File: config.mk
export PLATFORM = sky130hd
export DESIGN_NAME = clkdiv_multi
export DESIGN_NICKNAME = d
export VERILOG_FILES = /design/src/rtl/clkdiv_pkg.sv /design/src/rtl/clkdiv_ch.sv /design/src/rtl/clkdiv_multi.sv
export SDC_FILE = /design/constraint.sdc
export NUM_CORES = 1
export LEC_CHECK = 0
export ABC_AREA = 1
export CAP_MARGIN = 10
export CORE_ASPECT_RATIO = 1.75
export CORE_UTILIZATION = 30
export CTS_CLUSTER_DIAMETER = 200
export DETAILED_ROUTE_END_ITERATION = 8
export DONT_BUFFER_PORTS = 1
export PLACE_DENSITY_LB_ADDON = 0.08
export SETUP_SLACK_MARGIN = 0.5
export SLEW_MARGIN = 20
export SYNTH_ARGS = -nofsm -noshare
export SYNTH_HDL_FRONTEND = slang
export SYNTH_SLANG_ARGS = --single-unit
File: constraint.sdc
create_clock -name clk -period 4.4 [get_ports clk]
set_clock_uncertainty 0.1 [all_clocks]
set_input_delay 1.1 -clock clk [delete_from_list [all_inputs] [get_ports clk]]
set_output_delay 1.1 -clock clk [all_outputs]
set_load 0.01 [all_outputs]
File: src/rtl/clkdiv_pkg.sv
// rtl/clkdiv_pkg.sv - shared types, defaults and ratio clamp for the multi-channel clock divider
`timescale 1ns/100ps
package clkdiv_pkg;

  localparam int DIV_W_DEF = 8;

  typedef enum logic {
    IDLE = 1'b0,
    RUN  = 1'b1
  } ch_state_t;

  // Ratios below 2 cannot produce both a high and a low phase, so they run as 2.
  function automatic logic [31:0] clamp2(input logic [31:0] d);
    return (d < 32'd2) ? 32'd2 : d;
  endfunction

endpackage

File: src/rtl/clkdiv_ch.sv
// rtl/clkdiv_ch.sv - one divider channel: shadow ratio, active ratio, counter, RUN/IDLE FSM
// Optional CLKDIV_ODD50_EN adds a negedge flop giving 50% duty on odd ratios.
`timescale 1ns/100ps
module clkdiv_ch
  import clkdiv_pkg::*;
#(
  parameter int DIV_W   = DIV_W_DEF,
  parameter int DIV_RST = 2
) (
  input  logic             clk,
  input  logic             rst_n,
  input  logic             en,
  input  logic             sync,
  input  logic             div_we,
  input  logic [DIV_W-1:0] div_wdata,
  output logic             clkout,
  output logic             tick,
  output logic             running
);

  localparam logic [DIV_W-1:0] ONE   = DIV_W'(1);
  localparam logic [DIV_W-1:0] D_RST = DIV_W'(clamp2(32'(DIV_RST)));

  ch_state_t        state;
  logic [DIV_W-1:0] shadow;
  logic [DIV_W-1:0] d_act;
  logic [DIV_W-1:0] cnt;
  logic [DIV_W-1:0] cnt_next;
  logic [DIV_W-1:0] high_cnt;
  logic             clk_q;
  logic             wrap;

  assign cnt_next = cnt + ONE;
  assign high_cnt = d_act >> 1;
  // A sync landing on a natural wrap is still just one wrap.
  assign wrap     = (state == IDLE) ? en : (sync || (cnt == d_act - ONE));

  always_ff @(posedge clk or posedge rst_n) begin
    if (rst_n) begin
      shadow <= DIV_W'(DIV_RST);
      d_act  <= D_RST;
      cnt    <= '0;
      state  <= IDLE;
      clk_q  <= 1'b0;
      tick   <= 1'b0;
    end else begin
      if (div_we) shadow <= div_wdata;
      if (wrap) begin
        d_act <= DIV_W'(clamp2(32'(shadow)));
        cnt   <= '0;
        state <= en ? RUN : IDLE;
        clk_q <= en;
        tick  <= en;
      end else begin
        tick <= 1'b0;
        if (state == RUN) begin
          cnt   <= cnt_next;
          clk_q <= (cnt_next < high_cnt);
        end
      end
    end
  end

  assign running = (state == RUN);

`ifdef CLKDIV_ODD50_EN
  logic neg_q;

  always_ff @(negedge clk or posedge rst_n) begin
    if (rst_n) neg_q <= 1'b0;
    else       neg_q <= clk_q;
  end

  // Half-cycle stretch of the high phase only matters for odd ratios.
  assign clkout = d_act[0] ? (clk_q | neg_q) : clk_q;
`else
  assign clkout = clk_q;
`endif

endmodule

File: src/rtl/clkdiv_multi.sv
// rtl/clkdiv_multi.sv - N_CH programmable clock divider channels sharing one sync pulse
// Channels honour CLKDIV_ODD50_EN for odd-ratio 50% duty.
`timescale 1ns/100ps
module clkdiv_multi
  import clkdiv_pkg::*;
#(
  parameter int N_CH    = 4,
  parameter int DIV_W   = DIV_W_DEF,
  parameter int DIV_RST = 2
) (
  input  logic                  clk,
  input  logic                  rst_n,
  input  logic [N_CH-1:0]       en,
  input  logic                  sync,
  input  logic [N_CH-1:0]       div_we,
  input  logic [N_CH*DIV_W-1:0] div_wdata,
  output logic [N_CH-1:0]       clkout,
  output logic [N_CH-1:0]       tick,
  output logic [N_CH-1:0]       running
);

  for (genvar i = 0; i < N_CH; i++) begin : g_ch
    clkdiv_ch #(
      .DIV_W  (DIV_W),
      .DIV_RST(DIV_RST)
    ) u_ch (
      .clk      (clk),
      .rst_n    (rst_n),
      .en       (en[i]),
      .sync     (sync),
      .div_we   (div_we[i]),
      .div_wdata(div_wdata[i*DIV_W +: DIV_W]),
      .clkout   (clkout[i]),
      .tick     (tick[i]),
      .running  (running[i])
    );
  end

endmodule

=== After elaboration in Yosys (flattened, before gate mapping) ===
Index checks and enable logic that the tools add are counted.

* Bits in registers: 108
* Input port bits: 43
* Output and inout port bits: 12
* Word-level logic and storage cells: 84

* $add $sub $neg: 8
* $lt $le $gt $ge: 8
* Eq/ne operators: 4
* Multiplexer cells: 32
* Reduce and logical (&&, ||, !) cells: 8

{| class="wikitable"
|+ Operators with widths
! operator !! number
|-
| 8-bit 2-to-1 mux || 12
|-
| 8-bit by 1-bit adder with 8-bit output, second input constant || 4
|-
| 8-bit == test || 4
|-
| 8-bit by 2-bit < comparator with 1-bit output, second input constant || 4
|-
| 8-bit by 7-bit < comparator with 1-bit output || 4
|-
| 8-bit by 1-bit subtractor with 8-bit output, second input constant || 4
|-
| 1-bit 2-to-1 mux || 20
|-
| 2-bit nonzero test || 4
|-
| 1-bit logical OR || 4
|}

=== Depth between registers and ports, before layout ===
Gate-level depths: netlist (run 1).

* Depth after elaboration: 5
* Depth in mapped cells: 15
* Depth with buffers taken out: 15

=== By module ===
A second synthesis (run 1) with hierarchy kept.

* Cells, all modules: 872
* Area total of the unflattened synthesis: 6790.3 um2

{| class="wikitable"
|+ Modules (own cells, without submodules)
! module !! instances !! cells each !! area each (um2) !! sequential area each (um2)
|-
| clkdiv_ch at g_ch[1].u_ch ... || 2 || 215 || 1655.3 || 678.2
|-
| clkdiv_ch at g_ch[0].u_ch || 1 || 225 || 1752.9 || 678.2
|-
| clkdiv_ch at g_ch[2].u_ch || 1 || 217 || 1726.7 || 678.2
|}

=== Worst setup path before layout (run 1) ===
OpenSTA, ideal clock, no wires.

* Path kind: register -> register
* Start point: register g_ch[2].u_ch.d_act[1]
* End point: register g_ch[2].u_ch.d_act[7]
* Library setup time: 0.118 ns
* Arrival time: 1.884 ns
* Required time: 4.182 ns
* Setup slack: 2.298 ns
* Stages on the path, launching flop included: 14
* Path buffers: 1
* Clock period less this slack: 2.102 ns
* Cell sequence: dfstp_2 -> inv_1 -> ha_1 -> xor2_1 -> nand2_1 -> nor2_2 -> nand3_2 -> nor2_4 -> nand3_4 -> nand2_8 -> nand2_8 -> buf_8 -> nand2_2 -> o21ai_2

* Longest elaborated chain between the ends: 4

{| class="wikitable"
|+ Ends and longest elaborated chain
! item !! line !! source
|-
| from (decl) || clkdiv_ch.sv:26 || <nowiki>logic [DIV_W-1:0] d_act;</nowiki>
|-
| from (signal assigned) || clkdiv_ch.sv:49 || <nowiki>d_act <= DIV_W'(clamp2(32'(shadow)));</nowiki>
|-
| 8-bit by 1-bit subtractor with 8-bit output || clkdiv_ch.sv:36 || <nowiki>assign wrap = (state == IDLE) ? en : (sync || (cnt == d_act - ONE));</nowiki>
|-
| 8-bit == test || clkdiv_ch.sv:36 ||
|-
| 1-bit logical OR || clkdiv_ch.sv:36 ||
|-
| 1-bit 2-to-1 mux || clkdiv_ch.sv:36 ||
|}

Every way passes these cells.
A chain may end at the register's enable or synchronous reset.

=== Final worst setup path (run 1) ===
* Start point: register g_ch[0].u_ch.cnt[0]
* End point: register g_ch[0].u_ch.clk_q

* Longest elaborated chain between the ends: 4
* Elaborated cells on any way between the ends: 8
* Classes of those cells: add/sub (1); order compare (1); eq/ne (1); mux (3); reduce/logical (2)

{| class="wikitable"
|+ Ends and longest elaborated chain
! item !! line !! source
|-
| from (decl) || clkdiv_ch.sv:27 || <nowiki>logic [DIV_W-1:0] cnt;</nowiki>
|-
| from (signal assigned) || clkdiv_ch.sv:57 || <nowiki>cnt <= cnt_next;</nowiki>
|-
| 8-bit by 1-bit adder with 8-bit output / 8-bit == test (equally long branches) || clkdiv_ch.sv:33, clkdiv_ch.sv:36 ||
|-
| 8-bit by 7-bit < comparator with 1-bit output / 1-bit logical OR (equally long branches) || clkdiv_ch.sv:58, clkdiv_ch.sv:36 ||
|-
| 1-bit 2-to-1 mux, on equally long branches || clkdiv_ch.sv:56, clkdiv_ch.sv:36 ||
|-
| 1-bit 2-to-1 mux / 2-bit nonzero test (equally long branches) || - ||
|-
| to (signal assigned) || clkdiv_ch.sv:52 || <nowiki>clk_q <= en;</nowiki>
|-
| to (signal assigned) || clkdiv_ch.sv:58 || <nowiki>clk_q <= (cnt_next < high_cnt);</nowiki>
|-
| to (decl) || clkdiv_ch.sv:30 || <nowiki>logic clk_q;</nowiki>
|}

Several ways; a longest one is shown, not always the timed one. The select of a mux whose other input is x is not followed.

==> summary.md, run 1 <==
| Metric | Value |
|---|---|
| HPWL after detailed placement | 12900 um |
| Int Pwr | just under 2000 uW |
| Post-synth ARST share | 1.00 |
| Yosys cell types | between 40 and 50 |
| Post-synth EDFFs | 0 |
| Core ar. | 21600 um2 |
| Syn. warnings | 0 |
| # setup viols final | 0 |
| Most frequent cells after synthesis | nand2_1 (198), inv_1 (128), dfrtp_1 (100) |
| Final GP Congestion | 0.827 |
| Status | complete, no violations |
| Seq cells post-synth | about 110 |
| # hold bufs at CTS | 0 |
| Max-Cap Viols | 0 |
| Placed insts | roughly 1100 |
| CTS max path bufs | 2 |
| Delay-heaviest family, CP | simple AND/OR/NAND/NOR gates |
| Top Metal Used | met4 |
| TritonCTS clock tree | built |
| First-pass GRT wire length | around 27000 um |
| Setup crit end kind | flip-flop |
| Reg2reg path depth | 12 |
| Power Dens Cells | 423 nW/um2 |
| Post_cts resized | 0 |
| Sequential power share | 0.422 |
| Die footprint | about 23000 um2 |
| Worst-Skew Late Latency | ~360 ps |
| Critical Path Slowest Stage Cell | nor3_1 |
| Share of the synthesized area in the top cell type | 0.378 |
| Crit-path cells | inv_1, nor3_1, xor2_1, inv_1, ha_1, nand2_1, o21ai_0, nand4_1, nand3_1, nand3_1, nand2_1, nand2_1 |
| Setup crit start | g_ch[0].u_ch.cnt[0] |
| CP endpoint | g_ch[0].u_ch.clkout |
| CTS buffer count | 9 |
| RSZ-0062 raised after global routing | false |
| M1 WL | a little over 6000 um |
| Worst Path Arrival | about 2700 ps |
| Vias post-DR | approximately 5200 |
| Ys flop type | dfrtp_1 |
| Mapped Area | roughly 6600 um2 |
| Gr usage total | 0.154 |
| Largest stage delay, worst path | around 550 ps |
| Layout cells sized above 1 | 0.0885 |
| Top Ports | 55 |
| Clk pin slew, worst setup/hold paths | 80 ps |
| CP Class | reg -> reg |
| PortBufs | 0 |
| F_max | approximately 0.39 GHz |
| Area contributors post-synth | dfrtp_1 (38%), nand2_1 (11%), inv_1 (7.3%) |
| Post-layout min period | 2540 ps |
| TritonRoute pass-1 iters | 4 |
| Number of global-route vias before repair | around 5600 |
| Final Cycle Share | 0.577 |
| Residual DRC | 0 |
| R2R Setup Slk | approximately 1900 ps |
| Leak | ~0.0036 uW |
| Crit Path Max Fanout | 4 |
| Synth area leader | dfrtp_1 |
| Antenna diodes | 0 |
| Slew headroom | 0.455 |
| Non-Filler Instances | around 1100 |
| Largest net degree at the start of global routing | 61 |
| Sw frac | 0.358 |
| CTS root buffer | clkbuf_16 |
| Total wire length | 16200 um |
| Mapped Avg Cell Area | 7.89 um2 |
| Clock Sinks | ~110 |
| Initial antenna violation count | 0 |
| Row count | 71 |
| Sequential cell area fraction in the yosys report | 0.410 |
| Routed wl met2 | around 8900 um |
| Worst-Margin Slew | between 800 and 900 ps |
| Wirelength per Cell | between 10 and 15 um |
| Via density | about 4.6 |
| Combinational power share | 0.292 |
| Max H-tree Level | 3 |
| Die Wd | 114 um |
| Iteration-0 DRC Markers | about 240 |
| Post-Syn Nets | 914 |
| Launching point of the worst reg2reg path | g_ch[0].u_ch.cnt[0] |
| Final nets | 906 |
| Top cell by count, worst path | nand2_1 |
| Starting density of the core | 0.307 |
| Post-CTS setup buffer count | 0 |
| Dominant cell by count in the synthesized netlist | nand2_1 |
| Final hold vios | 0 |
| Crit. path cell count | 12 |
| Antenna Violating Nets Remaining | 0 |
| Switching Power | roughly 1100 uW |
| Global route total overflow | 0 |
| Syn-to-layout area delta | 8.37% |
| Die Ht | 199 um |
| CP bufs+invs | 2 |
| Setup Total Neg Slack | 0 ps |
| Worst hold slack | roughly 380 ps |
| Slew Limit Fails | 0 |
| WL met3 | 631 um |
| Crit start category | flip-flop |
| Worst VDD drop | approximately 0.24 mV |
| Hold Path Class | reg -> reg |
| Critical R2R Capture | g_ch[0].u_ch.clkout |
| Critical path required time | approximately 4600 ps |
| Synth Instances | approximately 840 |
| Clock share of power | 0.286 |
[how the worst min path moves through the flow]
stage               slack (ps)              startpoint                     to  depth (start not counted)
floorplan                  340  g_ch[0].u_ch.shadow[2]  g_ch[0].u_ch.d_act[2]                          2
global placement           360  g_ch[1].u_ch.shadow[5]  g_ch[1].u_ch.d_act[5]                          2
detailed placement         370  g_ch[0].u_ch.shadow[5]  g_ch[0].u_ch.d_act[5]                          2
CTS                        380   g_ch[3].u_ch.d_act[1]  g_ch[3].u_ch.d_act[1]                          2
global route               410  g_ch[1].u_ch.shadow[4]  g_ch[1].u_ch.d_act[4]                          2
finish                     380  g_ch[0].u_ch.shadow[3]  g_ch[0].u_ch.d_act[3]                          2
[logic make-up after synthesis]
group / share of synthesized area
AND/OR/NAND/NOR: 0.265
buffers and inverters: 0.0990
flip-flops: 0.410
AO/OA/AOI/OAI: 0.0899
XOR/XNOR: 0.0740
adder cells (fa/ha/maj): 0.0604
multiplexers: 0.00170
[final cells by class]
type	instances	area, um2
Sequential cell	108	2710
Inverter	137	518
Clock inverter	4	55.1
Multi-Input combinational cell	573	3260
Clock buffer	12	256
Fill cell	2306	14400
Tap cell	292	365
Timing Repair Buffer	2	15.0
[tightest hold or removal path, delay by kind of cell, from the launching register on]
kind | cells | cell delay (ps)
flip-flops | 1 | 350
AND/OR/NAND/NOR | 2 | 100
[cell usage in the layout (no fill, tap or decap), types with 3 or more instances in the layout]
| master | n |
|---|---|
| inv_2 | 8 |
| nor2_2 | 7 |
| o21ai_2 | 9 |
| nand3_1 | 72 |
| ha_1 | 32 |
| nand4_1 | 11 |
| clkbuf_16 | 9 |
| a21oi_1 | 24 |
| nand2_4 | 3 |
| dfstp_2 | 8 |
| o21ai_0 | 45 |
| xnor2_1 | 19 |
| nor2_1 | 48 |
| nand2_1 | 198 |
| inv_1 | 127 |
| nor3_1 | 12 |
| nor2_4 | 3 |
| dfrtp_1 | 100 |
| nand2_2 | 9 |
| nand3b_1 | 5 |
| o22ai_1 | 21 |
| xor2_1 | 37 |
[power groups by stage]
stage	Sequential, uW	Clock (uW)	Combinational, uW
floorplan	1240	0	738
global placement	1300	0	890
detailed placement	1310	0	900
CTS	1290	907	904
global route	1310	940	1030
finish	1280	870	887
[layer usage]
layer  vias up  GRT usage
met4         0     0.0770
li1       2652          -
met1      2419      0.156
met5         -          0
met3        40     0.0329
met2       100      0.294
[state kept, by name, summed over array words and instances (netlist names)]
signal / count
g_ch.u_ch.d_act: 32
g_ch.u_ch.tick: 4
g_ch.u_ch.clkout: 4
g_ch.u_ch.cnt: 32
g_ch.u_ch.running: 4
g_ch.u_ch.shadow: 32
[per-stage QoR]
stage	power [uW]	util	cell area, um2	setup slack [ps]
after floorplan	1980	-	6630	1910
after global placement	2190	0.318	6870	1870
after detailed placement	2210	0.318	6870	1870
after CTS	3100	0.333	7180	1850
after global routing	3280	0.333	7180	1630
final	3040	0.333	7180	1860
(Power assumes the default switching activity.)
==> run 2: changes to the inputs <==
==> constraint.sdc (replaced) <==
create_clock -name clk -period 2.6 [get_ports clk]
set_clock_uncertainty 0.1 [all_clocks]
set_input_delay 0.65 -clock clk [delete_from_list [all_inputs] [get_ports clk]]
set_output_delay 0.65 -clock clk [all_outputs]
set_load 0.01 [all_outputs]
==> summary.md, run 2 (same netlist as run 1, synthesis figures left out) <==
| Metric | Value |
|---|---|
| CTS max path bufs | 2 |
| CTS root buffer | clkbuf_16 |
| Residual DRC | 0 |
| CTS buffer count | 9 |
| Register area | roughly 2700 um2 |
| Max H-tree Level | 3 |
| TritonCTS clock tree | built |
| Top Registers | g_ch.u_ch.cnt: 32 flops, g_ch.u_ch.d_act: 32 flops, g_ch.u_ch.shadow: 32 flops |
| Setup crit end kind | flip-flop |
| Die footprint | about 23000 um2 |
| Area of the multi-input gates | between 3000 and 4000 um2 |
| Leak | slightly below 0.004 uW |
| F_max | approximately 0.46 GHz |
| Power Dens Cells | 684 nW/um2 |
| Initial antenna violation count | 0 |
| Reg2reg path depth | 11 |
| Gr usage total | 0.166 |
| Final Cycle Share | 0.832 |
| Number of global-route vias before repair | a little under 6000 |
| R2R Setup Slk | about 440 ps |
| TritonRoute pass-1 iters | 5 |
| Total wire length | between 15000 and 20000 um |
| Clock Sinks | 108 |
| Antenna diodes | 0 |
| Syn-to-layout area delta | 24.3% |
| Hold Path Class | in -> async |
| Row count | approximately 70 |
| Global route total overflow | 0 |
| Die Wd | 114 um |
| Post-route core utilization | 0.381 |
| Worst VDD drop | approximately 0.44 mV |
| Max-Cap Viols | 0 |
| Final hold vios | 0 |
| Highest-count cells in the layout ignoring fill and taps | nand2_1 (164), inv_1 (112), dfrtp_1 (95) |
| Die Ht | between 150 and 200 um |
| Worst Path Arrival | between 2000 and 2500 ps |
| CP Class | reg -> reg |
| Wirelength per Cell | roughly 15 um |
| Worst hold slack | 173 ps |
| Commonest non-fill, non-tap cell in the layout | nand2_1 |
| Starting density of the core | 0.307 |
| Final GP Congestion | 0.825 |
| Post-layout min period | ~2200 ps |
| Vias post-DR | 5600 |
| Setup Total Neg Slack | 0 ps |
| PortBufs | 0 |
| # fillers | about 2200 |
| Via density | 4.73 |
| Slew headroom | 0.399 |
| Worst-Skew Late Latency | ~360 ps |
| RSZ-0062 raised after global routing | true |
| Layout cells sized above 1 | 0.262 |
| HPWL after detailed placement | 12800 um |
| Core ar. | between 20000 and 25000 um2 |
| Worst-Margin Slew | between 900 and 1000 ps |
| Clk pin slew, worst setup/hold paths | 70 ps |
| Overall Power | approximately 5600 uW |
| Largest net degree at the start of global routing | between 100 and 150 |
| Top Ports | 55 |
| Crit start category | flip-flop |
| Antenna Violating Nets Remaining | 0 |
| Final nets | approximately 960 |
| # setup viols final | 0 |
| Slew Limit Fails | 0 |
| Crit Path Max Fanout | 5 |
| Status | complete, no violations |
| Iteration-0 DRC Markers | approximately 180 |
| Critical path required time | between 2000 and 3000 ps |
| First-pass GRT wire length | 28700 um |
==> run 2: changes by cell type in the layout (fill, tap and decap cells not counted), moves of 7 or more <==
cell,delta
nand2_1,-34
buf_4,+42
nand3_2,+13
inv_1,-15
nand2_4,+8
nand2_8,+8
ha_1,-9
inv_2,+14
ha_4,+8
nand3_1,-14
nor2_1,-7
nand2_2,+23
==> run 2: layout make-up <==
class	instances	share of cell area
flip-flops and latches	108	0.330
repair buffers	53	0.0561
well taps	292	0.0444
multi-input cells	578	0.471
inverters	137	0.0632
clock buffers	12	0.0287
clock inverters	4	0.00623
==> run 2: worst paths after layout <==
path / start / to
setup / recovery: g_ch[2].u_ch.d_act[0] / g_ch[2].u_ch.cnt[3]
hold / removal: rst_n / g_ch[2].u_ch.shadow[0]
setup reg to reg: g_ch[2].u_ch.d_act[0] / g_ch[2].u_ch.cnt[3]
hold reg to reg: g_ch[0].u_ch.shadow[6] / g_ch[0].u_ch.d_act[6]
max in group asynchronous: rst_n / g_ch[3].u_ch.d_act[3]
min in group clk: div_we[3] / g_ch[3].u_ch.shadow[1]
==> run 2: through the flow <==
stage               cell area, um2  std cells  setup slack (ps)
global placement              6910       1116               174
global route                  8230       1184               287
finish                        8230       1184               437
CTS                           7600       1161               460
floorplan                     6630        839               505
detailed placement            6910       1116               186
==> run 2: report_power, final <==
group / switching (uW) / internal, uW / total (uW)
sequential: 268 / 1910 / 2180
combinational: 1160 / 890 / 2050
clock: 650 / 750 / 1400
==> run 2: critical path: stages, from the launching register on <==
cell and delay [ps]:
dfrtp_2 500, inv_4 100, ha_4 280, xor2_1 130, nand2_1 110, nor2_2 120
nand3_2 80, nor2_4 100, nand3_4 110, nand2_8 150, buf_6 150, o22ai_2 70
==> run 2: what timing repair did <==
| action | CTS | global route |
|---|---|---|
| endpoints found under the hold margin | 0 | 0 |
| resized for setup | 40 | 108 |
| pin swaps | 14 | 35 |
| cloned | 2 | 3 |
| buffers inserted | 27 | 20 |
| hold buffers | 0 | 0 |
| setup endpoints to repair | 59 | 75 |
==> run 2: metal layers <==
metal | vias up | GRT usage | share of wire
li1 | 2773 | - | -
met1 | 2681 | 0.163 | 0.37
met2 | 101 | 0.323 | 0.56
met3 | 45 | 0.0305 | 0.030
met4 | 0 | 0.0847 | 0.040
met5 | - | 0 | 0
